===== src/rtl/lt24_pkg.sv =====
// Shared constants and types for the LT24 panel-side bus sink.
// Optional statistics outputs are enabled with LT24_SINK_STATS_EN.
package lt24_pkg;

    localparam logic [7:0] CMD_SWRESET = 8'h01;
    localparam logic [7:0] CMD_CASET   = 8'h2A;
    localparam logic [7:0] CMD_PASET   = 8'h2B;
    localparam logic [7:0] CMD_RAMWR   = 8'h2C;

    typedef enum logic [2:0] {
        IDLE  = 3'd0,
        CASET = 3'd1,
        PASET = 3'd2,
        RAMWR = 3'd3,
        SKIP  = 3'd4
    } state_e;

    typedef logic [8:0] coord_t;

endpackage


===== src/rtl/lt24_bus_sink_if.sv =====
// 8080-style LT24 write bus as driven by the controller (master) and seen by the panel (slave).
interface lt24_bus_sink_if;

    logic        csx;
    logic        dcx;
    logic        wrx;
    logic        rdx;
    logic        lcd_reset_n;
    logic [15:0] data_in;

    modport master (output csx, dcx, wrx, rdx, lcd_reset_n, data_in);
    modport slave  (input  csx, dcx, wrx, rdx, lcd_reset_n, data_in);

endinterface


===== src/rtl/lt24_bus_sync.sv =====
// Bus input synchronizer with wrx rising-edge strobe and read-attempt detection.
// All outputs leave through the same two register stages so they stay aligned.
module lt24_bus_sync #(
    parameter int SYNC_STAGES = 2
) (
    input  logic        clk,
    input  logic        reset_n,
    input  logic        csx_i,
    input  logic        dcx_i,
    input  logic        wrx_i,
    input  logic        rdx_i,
    input  logic        lcd_reset_n_i,
    input  logic [15:0] data_i,
    output logic        strobe_o,
    output logic        dcx_o,
    output logic        rd_o,
    output logic        lcd_reset_n_o,
    output logic [15:0] data_o
);

    // {lcd_reset_n, rdx, csx, dcx, wrx, data}
    localparam logic [20:0] BUS_IDLE = {5'b11101, 16'h0000};
    // {strobe, dcx, rd, lcd_reset_n, data}
    localparam logic [19:0] ALN_RST  = {4'b0001, 16'h0000};

    logic [20:0] sync_q [SYNC_STAGES];
    logic [17:0] prev_q;
    logic [20:0] cur;
    logic [19:0] aln_d, aln1_q, aln2_q;

    assign cur = sync_q[SYNC_STAGES-1];

    // dcx/data come from the last sample with wrx still low, so a bus change
    // right after the wrx rise can never be captured instead.
    assign aln_d = {cur[16] & ~prev_q[16] & ~cur[18],
                    prev_q[17],
                    ~cur[19] & ~cur[18],
                    cur[20],
                    prev_q[15:0]};

    always_ff @(posedge clk or negedge reset_n) begin
        if (!reset_n) begin
            for (int i = 0; i < SYNC_STAGES; i++) sync_q[i] <= BUS_IDLE;
            prev_q <= BUS_IDLE[17:0];
            aln1_q <= ALN_RST;
            aln2_q <= ALN_RST;
        end else begin
            sync_q[0] <= {lcd_reset_n_i, rdx_i, csx_i, dcx_i, wrx_i, data_i};
            for (int i = 1; i < SYNC_STAGES; i++) sync_q[i] <= sync_q[i-1];
            prev_q <= cur[17:0];
            aln1_q <= aln_d;
            aln2_q <= aln1_q;
        end
    end

    assign {strobe_o, dcx_o, rd_o, lcd_reset_n_o, data_o} = aln2_q;

endmodule


===== src/rtl/lt24_bus_sink.sv =====
// ILI9341-style decoder for LT24 bus writes: commands, CASET/PASET windows, RAMWR pixels with (x,y).
// Define LT24_SINK_STATS_EN to add the frame_done and pix_count outputs.
//
// state | meaning
// IDLE  | no active command; parameters ignored
// CASET | collecting 4 column-window parameter bytes
// PASET | collecting 4 page-window parameter bytes
// RAMWR | each data write is a pixel at (x,y)
// SKIP  | unsupported command; parameters ignored
module lt24_bus_sink
    import lt24_pkg::*;
#(
    parameter int SYNC_STAGES = 2,
    parameter int H_RES       = 240,
    parameter int V_RES       = 320
) (
    input  logic          clk,
    input  logic          reset_n,
    lt24_bus_sink_if.slave bus,
    output logic          cmd_valid,
    output logic [7:0]    cmd_code,
    output logic          pix_valid,
    output logic [8:0]    pix_x,
    output logic [8:0]    pix_y,
    output logic [15:0]   pix_data,
    output logic          protocol_error
`ifdef LT24_SINK_STATS_EN
    ,
    output logic          frame_done,
    output logic [31:0]   pix_count
`endif
);

    localparam coord_t      EC_DEF = coord_t'(H_RES - 1);
    localparam coord_t      EP_DEF = coord_t'(V_RES - 1);
    localparam logic [15:0] H_LIM  = 16'(H_RES);
    localparam logic [15:0] V_LIM  = 16'(V_RES);

    logic        strobe, s_dcx, s_rd, s_lcd_rst_n;
    logic [15:0] s_data;

    lt24_bus_sync #(.SYNC_STAGES(SYNC_STAGES)) u_sync (
        .clk           (clk),
        .reset_n       (reset_n),
        .csx_i         (bus.csx),
        .dcx_i         (bus.dcx),
        .wrx_i         (bus.wrx),
        .rdx_i         (bus.rdx),
        .lcd_reset_n_i (bus.lcd_reset_n),
        .data_i        (bus.data_in),
        .strobe_o      (strobe),
        .dcx_o         (s_dcx),
        .rd_o          (s_rd),
        .lcd_reset_n_o (s_lcd_rst_n),
        .data_o        (s_data)
    );

    state_e      state_q, state_d;
    logic [1:0]  pidx_q, pidx_d;
    logic [15:0] sh_start_q, sh_start_d;
    logic [7:0]  sh_end_hi_q, sh_end_hi_d;
    coord_t      sc_q, sc_d, ec_q, ec_d, sp_q, sp_d, ep_q, ep_d;
    coord_t      x_q, x_d, y_q, y_d;
    logic        cmd_valid_q, cmd_valid_d, pix_valid_q, pix_valid_d, err_q, err_d;
    logic [7:0]  cmd_code_q, cmd_code_d;
    coord_t      pix_x_q, pix_x_d, pix_y_q, pix_y_d;
    logic [15:0] pix_data_q, pix_data_d;
    logic [15:0] win_end;
    logic        win_bad;
`ifdef LT24_SINK_STATS_EN
    logic        frame_done_q, frame_done_d;
    logic [31:0] pix_count_q, pix_count_d;
`endif

    always_comb begin
        state_d     = state_q;
        pidx_d      = pidx_q;
        sh_start_d  = sh_start_q;
        sh_end_hi_d = sh_end_hi_q;
        sc_d        = sc_q;
        ec_d        = ec_q;
        sp_d        = sp_q;
        ep_d        = ep_q;
        x_d         = x_q;
        y_d         = y_q;
        cmd_valid_d = 1'b0;
        cmd_code_d  = cmd_code_q;
        pix_valid_d = 1'b0;
        pix_x_d     = pix_x_q;
        pix_y_d     = pix_y_q;
        pix_data_d  = pix_data_q;
        err_d       = err_q | s_rd;
`ifdef LT24_SINK_STATS_EN
        frame_done_d = 1'b0;
        pix_count_d  = pix_count_q;
`endif
        win_end = {sh_end_hi_q, s_data[7:0]};
        win_bad = (sh_start_q > win_end) ||
                  (win_end >= ((state_q == CASET) ? H_LIM : V_LIM));

        if (strobe) begin
            if (!s_dcx) begin
                cmd_valid_d = 1'b1;
                cmd_code_d  = s_data[7:0];
                pidx_d      = 2'd0;
                case (s_data[7:0])
                    CMD_CASET: state_d = CASET;
                    CMD_PASET: state_d = PASET;
                    CMD_RAMWR: begin
                        state_d = RAMWR;
                        x_d     = sc_q;
                        y_d     = sp_q;
`ifdef LT24_SINK_STATS_EN
                        pix_count_d = '0;
`endif
                    end
                    CMD_SWRESET: begin
                        state_d = IDLE;
                        sc_d    = '0;
                        ec_d    = EC_DEF;
                        sp_d    = '0;
                        ep_d    = EP_DEF;
                    end
                    default: state_d = SKIP;
                endcase
            end else begin
                case (state_q)
                    CASET, PASET: begin
                        pidx_d = pidx_q + 2'd1;
                        case (pidx_q)
                            2'd0: sh_start_d[15:8] = s_data[7:0];
                            2'd1: sh_start_d[7:0]  = s_data[7:0];
                            2'd2: sh_end_hi_d      = s_data[7:0];
                            default: begin
                                state_d = IDLE;
                                if (win_bad) begin
                                    err_d = 1'b1;
                                end else if (state_q == CASET) begin
                                    sc_d = sh_start_q[8:0];
                                    ec_d = win_end[8:0];
                                end else begin
                                    sp_d = sh_start_q[8:0];
                                    ep_d = win_end[8:0];
                                end
                            end
                        endcase
                    end
                    RAMWR: begin
                        pix_valid_d = 1'b1;
                        pix_x_d     = x_q;
                        pix_y_d     = y_q;
                        pix_data_d  = s_data;
                        if (x_q == ec_q) begin
                            x_d = sc_q;
                            y_d = (y_q == ep_q) ? sp_q : y_q + 9'd1;
                        end else begin
                            x_d = x_q + 9'd1;
                        end
`ifdef LT24_SINK_STATS_EN
                        frame_done_d = (x_q == ec_q) && (y_q == ep_q);
                        if (pix_count_q != 32'hFFFF_FFFF) pix_count_d = pix_count_q + 32'd1;
`endif
                    end
                    default: ;
                endcase
            end
        end

        // Panel hardware reset behaves like reset_n but leaves the synchronizers running.
        if (!s_lcd_rst_n) begin
            state_d     = IDLE;
            pidx_d      = '0;
            sh_start_d  = '0;
            sh_end_hi_d = '0;
            sc_d        = '0;
            ec_d        = EC_DEF;
            sp_d        = '0;
            ep_d        = EP_DEF;
            x_d         = '0;
            y_d         = '0;
            cmd_valid_d = 1'b0;
            cmd_code_d  = '0;
            pix_valid_d = 1'b0;
            pix_x_d     = '0;
            pix_y_d     = '0;
            pix_data_d  = '0;
            err_d       = 1'b0;
`ifdef LT24_SINK_STATS_EN
            frame_done_d = 1'b0;
            pix_count_d  = '0;
`endif
        end
    end

    always_ff @(posedge clk or negedge reset_n) begin
        if (!reset_n) begin
            state_q     <= IDLE;
            pidx_q      <= '0;
            sh_start_q  <= '0;
            sh_end_hi_q <= '0;
            sc_q        <= '0;
            ec_q        <= EC_DEF;
            sp_q        <= '0;
            ep_q        <= EP_DEF;
            x_q         <= '0;
            y_q         <= '0;
            cmd_valid_q <= 1'b0;
            cmd_code_q  <= '0;
            pix_valid_q <= 1'b0;
            pix_x_q     <= '0;
            pix_y_q     <= '0;
            pix_data_q  <= '0;
            err_q       <= 1'b0;
`ifdef LT24_SINK_STATS_EN
            frame_done_q <= 1'b0;
            pix_count_q  <= '0;
`endif
        end else begin
            state_q     <= state_d;
            pidx_q      <= pidx_d;
            sh_start_q  <= sh_start_d;
            sh_end_hi_q <= sh_end_hi_d;
            sc_q        <= sc_d;
            ec_q        <= ec_d;
            sp_q        <= sp_d;
            ep_q        <= ep_d;
            x_q         <= x_d;
            y_q         <= y_d;
            cmd_valid_q <= cmd_valid_d;
            cmd_code_q  <= cmd_code_d;
            pix_valid_q <= pix_valid_d;
            pix_x_q     <= pix_x_d;
            pix_y_q     <= pix_y_d;
            pix_data_q  <= pix_data_d;
            err_q       <= err_d;
`ifdef LT24_SINK_STATS_EN
            frame_done_q <= frame_done_d;
            pix_count_q  <= pix_count_d;
`endif
        end
    end

    assign cmd_valid      = cmd_valid_q;
    assign cmd_code       = cmd_code_q;
    assign pix_valid      = pix_valid_q;
    assign pix_x          = pix_x_q;
    assign pix_y          = pix_y_q;
    assign pix_data       = pix_data_q;
    assign protocol_error = err_q;
`ifdef LT24_SINK_STATS_EN
    assign frame_done     = frame_done_q;
    assign pix_count      = pix_count_q;
`endif

endmodule


===== src/flat_wrapper.sv =====
// flat-port wrapper written by rule: the top's interface ports become plain ports
module lt24_bus_sink_flat import lt24_pkg::*;
#(
    parameter int SYNC_STAGES = 2,
    parameter int H_RES       = 240,
    parameter int V_RES       = 320
)
  (clk, reset_n, cmd_valid, cmd_code, pix_valid, pix_x, pix_y, pix_data, protocol_error, bus_csx, bus_dcx, bus_wrx, bus_rdx, bus_lcd_reset_n, bus_data_in);
  lt24_bus_sink_if bus_i ();
  input  logic clk;
  input  logic reset_n;
  output logic cmd_valid;
  output logic [7:0] cmd_code;
  output logic pix_valid;
  output logic [8:0] pix_x;
  output logic [8:0] pix_y;
  output logic [15:0] pix_data;
  output logic protocol_error;
  input wire logic [$bits(bus_i.csx)-1:0] bus_csx;
  input wire logic [$bits(bus_i.dcx)-1:0] bus_dcx;
  input wire logic [$bits(bus_i.wrx)-1:0] bus_wrx;
  input wire logic [$bits(bus_i.rdx)-1:0] bus_rdx;
  input wire logic [$bits(bus_i.lcd_reset_n)-1:0] bus_lcd_reset_n;
  input wire logic [$bits(bus_i.data_in)-1:0] bus_data_in;
  assign bus_i.csx = bus_csx;
  assign bus_i.dcx = bus_dcx;
  assign bus_i.wrx = bus_wrx;
  assign bus_i.rdx = bus_rdx;
  assign bus_i.lcd_reset_n = bus_lcd_reset_n;
  assign bus_i.data_in = bus_data_in;
  lt24_bus_sink #(.SYNC_STAGES(SYNC_STAGES), .H_RES(H_RES), .V_RES(V_RES)) u_core (.clk(clk), .reset_n(reset_n), .bus(bus_i), .cmd_valid(cmd_valid), .cmd_code(cmd_code), .pix_valid(pix_valid), .pix_x(pix_x), .pix_y(pix_y), .pix_data(pix_data), .protocol_error(protocol_error));
endmodule

===== config.mk =====
export PLATFORM = sky130hd
export DESIGN_NAME = lt24_bus_sink_flat
export DESIGN_NICKNAME = d
export VERILOG_FILES = /design/src/rtl/lt24_pkg.sv /design/src/rtl/lt24_bus_sink_if.sv /design/src/rtl/lt24_bus_sync.sv /design/src/rtl/lt24_bus_sink.sv /design/src/flat_wrapper.sv
export SDC_FILE = /design/constraint.sdc
export NUM_CORES = 1
export LEC_CHECK = 0
export BUFFER_PORTS_ARGS = -buffer_cell sky130_fd_sc_hd__clkbuf_2
export CORE_MARGIN = 3
export CORE_UTILIZATION = 47
export CTS_BUF_LIST = sky130_fd_sc_hd__clkbuf_16
export CTS_CLUSTER_DIAMETER = 200
export DETAILED_ROUTE_END_ITERATION = 10
export PLACE_DENSITY = 0.66
export SYNTH_ARGS = -nofsm -noshare
export SYNTH_HDL_FRONTEND = slang
export SYNTH_SLANG_ARGS = --single-unit

===== constraint.sdc =====
create_clock -name clk -period 7.3 [get_ports clk]
set_clock_uncertainty 0.2 [all_clocks]
set_input_delay 0 -clock clk [delete_from_list [all_inputs] [get_ports clk]]
set_output_delay 0 -clock clk [all_outputs]
set_load 0.05 [all_outputs]

==> flow_summary_export.csv, run 1 <==
group,metric,value,unit
yosys,synth_seq_area_share,63.6,%
yosys,syn_area,9020,sq um
floorplanning,core-area,18800,sq um
clock_tree,cts_setup_buffers,0,
floorplanning,die_h,145,microns
finish,final_cells,1130,
global_route,grt_overflow,0,
clock_tree,clock_latency,520,ps
yosys,synthXorXnorAreaFrac,1.94,%
finish,final_common_cell,"dfrtp_1",
yosys,synth-simple-area-share,12.1,%
min_path,min_to,"u_core.u_sync.aln2_q[15]",
routing,wl_per_cell,17.2,microns
finish,fillerInstances,1603,
timing,setup_viol,0,
power_and_ir_drop,power_density,252,nW/um^2
timing,tightestPinTransition,1090,ps
clock_tree,cts_tree,"yes",
placement,dp_cells,1042,
power_and_ir_drop,seqPwrFrac,49.3,%
yosys,synth_edf_count,0,
global_route,track_usage,19.2,%
floorplanning,dieArea,20900,sq um
yosys,synth_nets,825,
placement,port_buffers,67,
finish,final_design_area_no_fill,10800,sq um
yosys,yosysUniqueCellTypes,64,
timing,post-route-period-util,42.7,%
clock_tree,cts_htree_levels,1,
yosys,async_flop_share,100,%
placement,dp_hpwl,12.6,mm
worst_setup_path,critical_path.reg2reg.endpoint,"u_core.ec_q[4]",
timing,tns,0,ps
clock_tree,cts_resized,0,
global_route,grt_pass1_wl,31.8,mm
timing,max_freq,0.321,GHz
floorplanning,io_pins,68,
placement,place.gp.congestion,0.960,
yosys,muxShareOfSynthArea,0.680,%
finish,final_net_count,928,
global_route,first_global_vias,5939,
global_route,grt_max_degree,82,
routing,first_pass_iters,5,
clock_tree,clock_sinks,228,
yosys,synth_area_per_cell,11.6,sq um
routing,drc_errors,0,
floorplanning,rows,50,
worst_setup_path,worstRegToRegCells,6,
yosys,synthAdderAreaFrac,3.61,%
finish,drive_above_1_share,18.2,%
routing,final_antenna_net_count,0,
yosys,ys.flop_type,"dfrtp_1",
worst_setup_path,end_kind,"flop",
routing,drt_iter0_markers,303,
worst_setup_path,critPathSlowestCell,"dfrtp_1",
worst_setup_path,crit_path_max_incr_delay,740,ps
power_and_ir_drop,internal_power,0.00211,W
worst_setup_path,start_kind,"flop",
routing,viasPerCell,5.35,
min_path,holdPathStages,0,
floorplanning,die_w,145,microns
power_and_ir_drop,power_switching,0.000607,W
worst_setup_path,worstPathMaxFanout,14,
clock_tree,clkTransAtPathRegs,60,ps
finish,diodes,0,
timing,hold_violations,0,
timing,maxSlewHeadroom,26.2,%
yosys,ys_ff_latch,228,
routing,wl,19.4,mm
min_path,worstHoldStart,"u_core.u_sync.aln1_q[15]",
yosys,yosysWarnings,0,
worst_setup_path,crit_type,"flop to flop",
worst_setup_path,reg2reg_from,"u_core.u_sync.aln2_q[18]",
yosys,synth_compound_area_share,14.5,%
floorplanning,initial_core_util,48.1,%
clock_tree,clock-root-buffer,"clkbuf_16",
worst_setup_path,required,7540,ps
timing,rsz0062_at_grt,"no",
yosys,syn-instance-count,776,
min_path,min_path_type,"flop to flop",
worst_setup_path,cp_cell_sequence,"nor2b_1 > a41oi_1 > o21ai_0 > and2_1 > a31oi_1 > a22o_1",
power_and_ir_drop,p_total,0.00271,W
outcome,outcome,"complete, no violations",
power_and_ir_drop,peakVddDrop,200,uV
power_and_ir_drop,power_leakage,4.82,nW
power_and_ir_drop,power_frac_clock,45.1,%
worst_setup_path,arrival,3360,ps
power_and_ir_drop,netSwitchingFraction,22.4,%
timing,slew_viol_final,0,
finish,syn2layout_area_growth,19.5,%
placement,placed_area,9500,sq um
job,maxCapViolations,0,
yosys,synth_top_family_by_area,"compound AO/OA/AOI/OAI gates",
power_and_ir_drop,p_comb_share,5.7,%
worst_setup_path,worst-r2r-setup-slack,4180,ps
finish,layout_common_cells,"dfrtp_1 (203), nand2_1 (134), a21oi_1 (66), clkbuf_2 (66), o21ai_0 (55)",
clock_tree,cts_buffer_depth,3,
worst_setup_path,path_buf_inv,0,
global_route,antenna_found_initial,0,
routing,vias,6043,
timing,min_period,3120,ps
clock_tree,numCtsBuffers,24,
worst_setup_path,path_delay_family,"compound AO/OA/AOI/OAI gates",
## final cells by class
type	count	area, sq um	area share (%)
clock buffer	24	601	5.57
tap	234	293	2.72
multi-input combinational	479	2970	27.6
timing repair buffer	119	866	8.03
sequential	228	5740	53.2
clock inverter	19	209	1.94
inverter	27	101	0.940
## sequential cells by signal, indices dropped and copies added (netlist names)
name	flops
u_core.u_sync.prev_q	18
u_core.u_sync.aln1_q	20
u_core.protocol_error	1
u_core.cmd_valid	1
u_core.x_q	9
u_core.sc_q	9
u_core.pidx_q	2
u_core.u_sync.aln2_q	20
u_core.sh_end_hi_q	8
u_core.pix_data	16
u_core.y_q	9
u_core.pix_x	9
u_core.ec_q	9
u_core.cmd_code	8
u_core.ep_q	9
u_core.state_q	3
u_core.sh_start_q	16
u_core.u_sync.cur	21
u_core.u_sync.sync_q	21
u_core.sp_q	9
u_core.pix_valid	1
u_core.pix_y	9
## cell families after synthesis
| family | count (synthesis) |
|---|---|
| muxes | 6 |
| adders and majority gates | 26 |
| buffers and inverters | 69 |
| DFF | 228 |
| AOI/OAI and AO/OA | 195 |
| and+or+nand+nor | 232 |
| xor gates and xnor gates | 20 |
## stage by stage
step	setup slack [ps]	utilization, %	hold slack, ps
after floorplan	4620	-	-496
after global placement	4270	50.6	-199
after detailed placement	4250	50.6	-198
after CTS	4220	57.4	147
after global routing	3980	57.4	150
final	4180	57.4	144
## worst max path at each step
stage	from	to	slack (ps)	cells after the start
floorplan	u_core.state_q[1]	u_core.sp_q[4]	4620	12
global placement	u_core.sh_end_hi_q[7]	u_core.sc_q[7]	4270	8
detailed placement	u_core.u_sync.aln2_q[18]	u_core.ec_q[8]	4250	6
CTS	u_core.sh_end_hi_q[7]	u_core.ec_q[4]	4220	8
global route	u_core.u_sync.aln2_q[18]	u_core.ec_q[8]	3980	6
finish	u_core.u_sync.aln2_q[18]	u_core.ec_q[4]	4180	6
## worst register-to-register path, stage by stage, from the launching register on
cell and delay [ps]:
dfrtp_1 740, nor2b_1 300, a41oi_1 310, o21ai_0 230, and2_1 290, a31oi_1 710, a22o_1 270
## what timing repair did
item,CTS,global route
hold endpoints to repair,93,0
endpoints found under the setup margin,0,0
hold buffers,45,0
## routing by layer
metal  vias up  track usage (%)  share of wire, %
met5         -                0                 0
met4         0             5.11               2.3
met3        36             3.67               5.2
met2       157             30.2                47
met1      2968             27.6                45
li1       2882                -                 -
## cells in the mapped netlist (3+ instances only)
cell       count  share of area [%]
a21boi_0       3               0.25
a21oi_1       66                3.7
a22o_1        19                1.8
a2bb2oi_1      3               0.29
a2bb2oi_2     10                1.7
a31o_2         3               0.29
a31oi_1        3               0.21
and2_1        13               0.90
and3_1        11               0.76
buf_2          6               0.33
buf_6          5               0.62
clkbuf_1      26                1.1
dfrtp_1      203                 56
dfstp_2       25                7.3
ha_1          26                3.6
inv_1         26                1.1
mux2i_1        5               0.55
nand2_1      134                5.6
nand2b_1       3               0.21
nand3_1       13               0.72
nand4_1        4               0.28
nor2_1        22               0.92
nor2b_1        4               0.28
nor3_1         6               0.33
nor3b_1        6               0.50
nor4_1         5               0.35
o211ai_1       3               0.25
o21ai_0       55                3.1
o31a_1         3               0.29
o31ai_1        5               0.42
xnor2_1       17                1.7
xor2_1         3               0.29
## power by group through the flow
stage	Sequential, W	Clock (W)	Combinational, W
floorplan	0.00135	0	0.0000819
global placement	0.00136	0	0.000131
detailed placement	0.00136	0	0.000133
CTS	0.00134	0.00125	0.000154
global route	0.00134	0.00131	0.000173
finish	0.00134	0.00122	0.000153
(Power assumes the default switching activity.)
==> run 2: changes to the inputs <==
Settings changed: PLACE_DENSITY 0.66 to 0.68.
Clock period 7.3 ns to 2.6 ns, I/O delays scaled along.
==> flow_summary_export.csv, run 2 (synthesis gave the netlist of run 1 again) <==
group,metric,value,unit
floorplanning,die_w,145,microns
clock_tree,clkTransAtPathRegs,60,ps
power_and_ir_drop,p_total,0.00757,W
clock_tree,cts_htree_levels,1,
placement,dp_cells,1087,
finish,layout_common_cells,"dfrtp_1 (202), nand2_1 (134), a21oi_1 (66), clkbuf_2 (66), o21ai_0 (55)",
placement,placed_area,9880,sq um
worst_setup_path,worstPathMaxFanout,5,
placement,port_buffers,67,
timing,post-route-period-util,98.0,%
worst_setup_path,end_kind,"flop",
worst_setup_path,crit_type,"flop to flop",
floorplanning,rows,50,
timing,setup_viol,0,
min_path,min_path_type,"flop to flop",
routing,drc_errors,0,
timing,rsz0062_at_grt,"yes",
timing,min_period,2550,ps
timing,hold_violations,0,
power_and_ir_drop,power_density,674,nW/um^2
global_route,grt_overflow,0,
global_route,grt_pass1_wl,32.7,mm
finish,syn2layout_area_growth,24.5,%
routing,vias,6302,
clock_tree,clock_sinks,228,
routing,wl,20.7,mm
routing,first_pass_iters,4,
job,maxCapViolations,0,
placement,place.gp.congestion,0.934,
finish,final_design_area_no_fill,11200,sq um
clock_tree,cts_buffer_depth,3,
clock_tree,cts_setup_buffers,0,
worst_setup_path,start_kind,"flop",
finish,final_net_count,976,
clock_tree,clock-root-buffer,"clkbuf_16",
power_and_ir_drop,peakVddDrop,559,uV
finish,diodes,0,
timing,slew_viol_final,0,
finish,fillerInstances,1519,
routing,viasPerCell,5.35,
placement,dp_hpwl,13.3,mm
floorplanning,dieArea,20900,sq um
floorplanning,io_pins,68,
routing,drt_iter0_markers,458,
floorplanning,initial_core_util,48.1,%
floorplanning,core-area,18800,sq um
clock_tree,cts_tree,"yes",
clock_tree,numCtsBuffers,24,
finish,final_cells,1179,
timing,tns,0,ps
worst_setup_path,arrival,2740,ps
global_route,track_usage,19.7,%
power_and_ir_drop,power_leakage,5.06,nW
finish,drive_above_1_share,23.2,%
global_route,first_global_vias,6165,
global_route,antenna_found_initial,0,
timing,maxSlewHeadroom,63.4,%
routing,final_antenna_net_count,0,
worst_setup_path,required,2790,ps
clock_tree,clock_latency,510,ps
timing,max_freq,0.393,GHz
timing,tightestPinTransition,545,ps
outcome,outcome,"complete, no violations",
finish,final_common_cell,"dfrtp_1",
global_route,grt_max_degree,82,
floorplanning,die_h,145,microns
routing,wl_per_cell,17.5,microns
run 2: changes by cell type in the layout (fill, tap and decap cells not counted), moves of 3 or more:
cell	before	now
inv_2	0	3
buf_4	7	49
inv_1	31	28
buf_12	0	3
a31oi_4	0	3
clkinv_1	3	8
run 2: stage by stage:
stage / hold slack, ps / setup WS, ps / utilization, %
2_1_floorplan: -496 / 6.18 / -
3_3_place_gp: -215 / -14.7 / 52.7
3_5_place_dp: -210 / -60.1 / 52.7
4_1_cts: 147 / 22.0 / 59.1
5_1_grt: 151 / -24.8 / 59.8
6_report: 146 / 53.1 / 59.8
run 2: layer usage:
metal	track usage, %	routed length, microns	vias to the layer above
met2	33.3	10200	161
met4	5.50	497	0
li1	-	-	2997
met1	26.9	9170	3101
met5	0	0	-
met3	2.88	826	43
run 2: power breakdown:
part           total, W  leakage, nW  internal [W]  switching (W)
Sequential      0.00373         2.87       0.00367      0.0000632
Clock           0.00327        0.390       0.00193        0.00134
Combinational  0.000564         1.79      0.000224       0.000339
run 2: worst max-delay path: stages (launching register included):
cell     delay (ps)
dfrtp_1         380
inv_2            90
nand3_2         130
inv_2           100
ha_1            220
and2_1          130
a311o_1         350
a41oi_2         160
buf_4           180
a31oi_4          90
buf_4           180
a22o_1          220
run 2: area by class of cell:
class	count	area, sq um	area share (%)
clock inverters	19	136	1.21
inverters	27	101	0.903
repair buffers	164	1220	10.9
clock buffers	25	626	5.57
multi-input cells	482	3110	27.7
flip-flops and latches	228	5740	51.1
well taps	234	293	2.61
run 2: final timing paths:
kind | to | cells after the start | slack, ps | start
setup reg to reg | u_core.sc_q[6] | 11 | 50 | u_core.state_q[2]
max in group asynchronous | u_core.u_sync.cur[20] | 4 | 990 | reset_n
hold reg to reg | u_core.u_sync.aln2_q[8] | 0 | 150 | u_core.u_sync.aln1_q[8]
setup / recovery | u_core.sc_q[6] | 11 | 50 | u_core.state_q[2]
hold / removal | u_core.u_sync.aln2_q[8] | 0 | 150 | u_core.u_sync.aln1_q[8]
min in group asynchronous | u_core.pix_data[15] | 3 | 370 | reset_n
run 2: repair_timing:
item,in CTS,in global routing
setup endpoints to repair,10,39
gates resized for setup,1,20
hold buffers,44,0
pin swaps,0,5
endpoints found under the hold margin,238,0
gates cloned,0,4
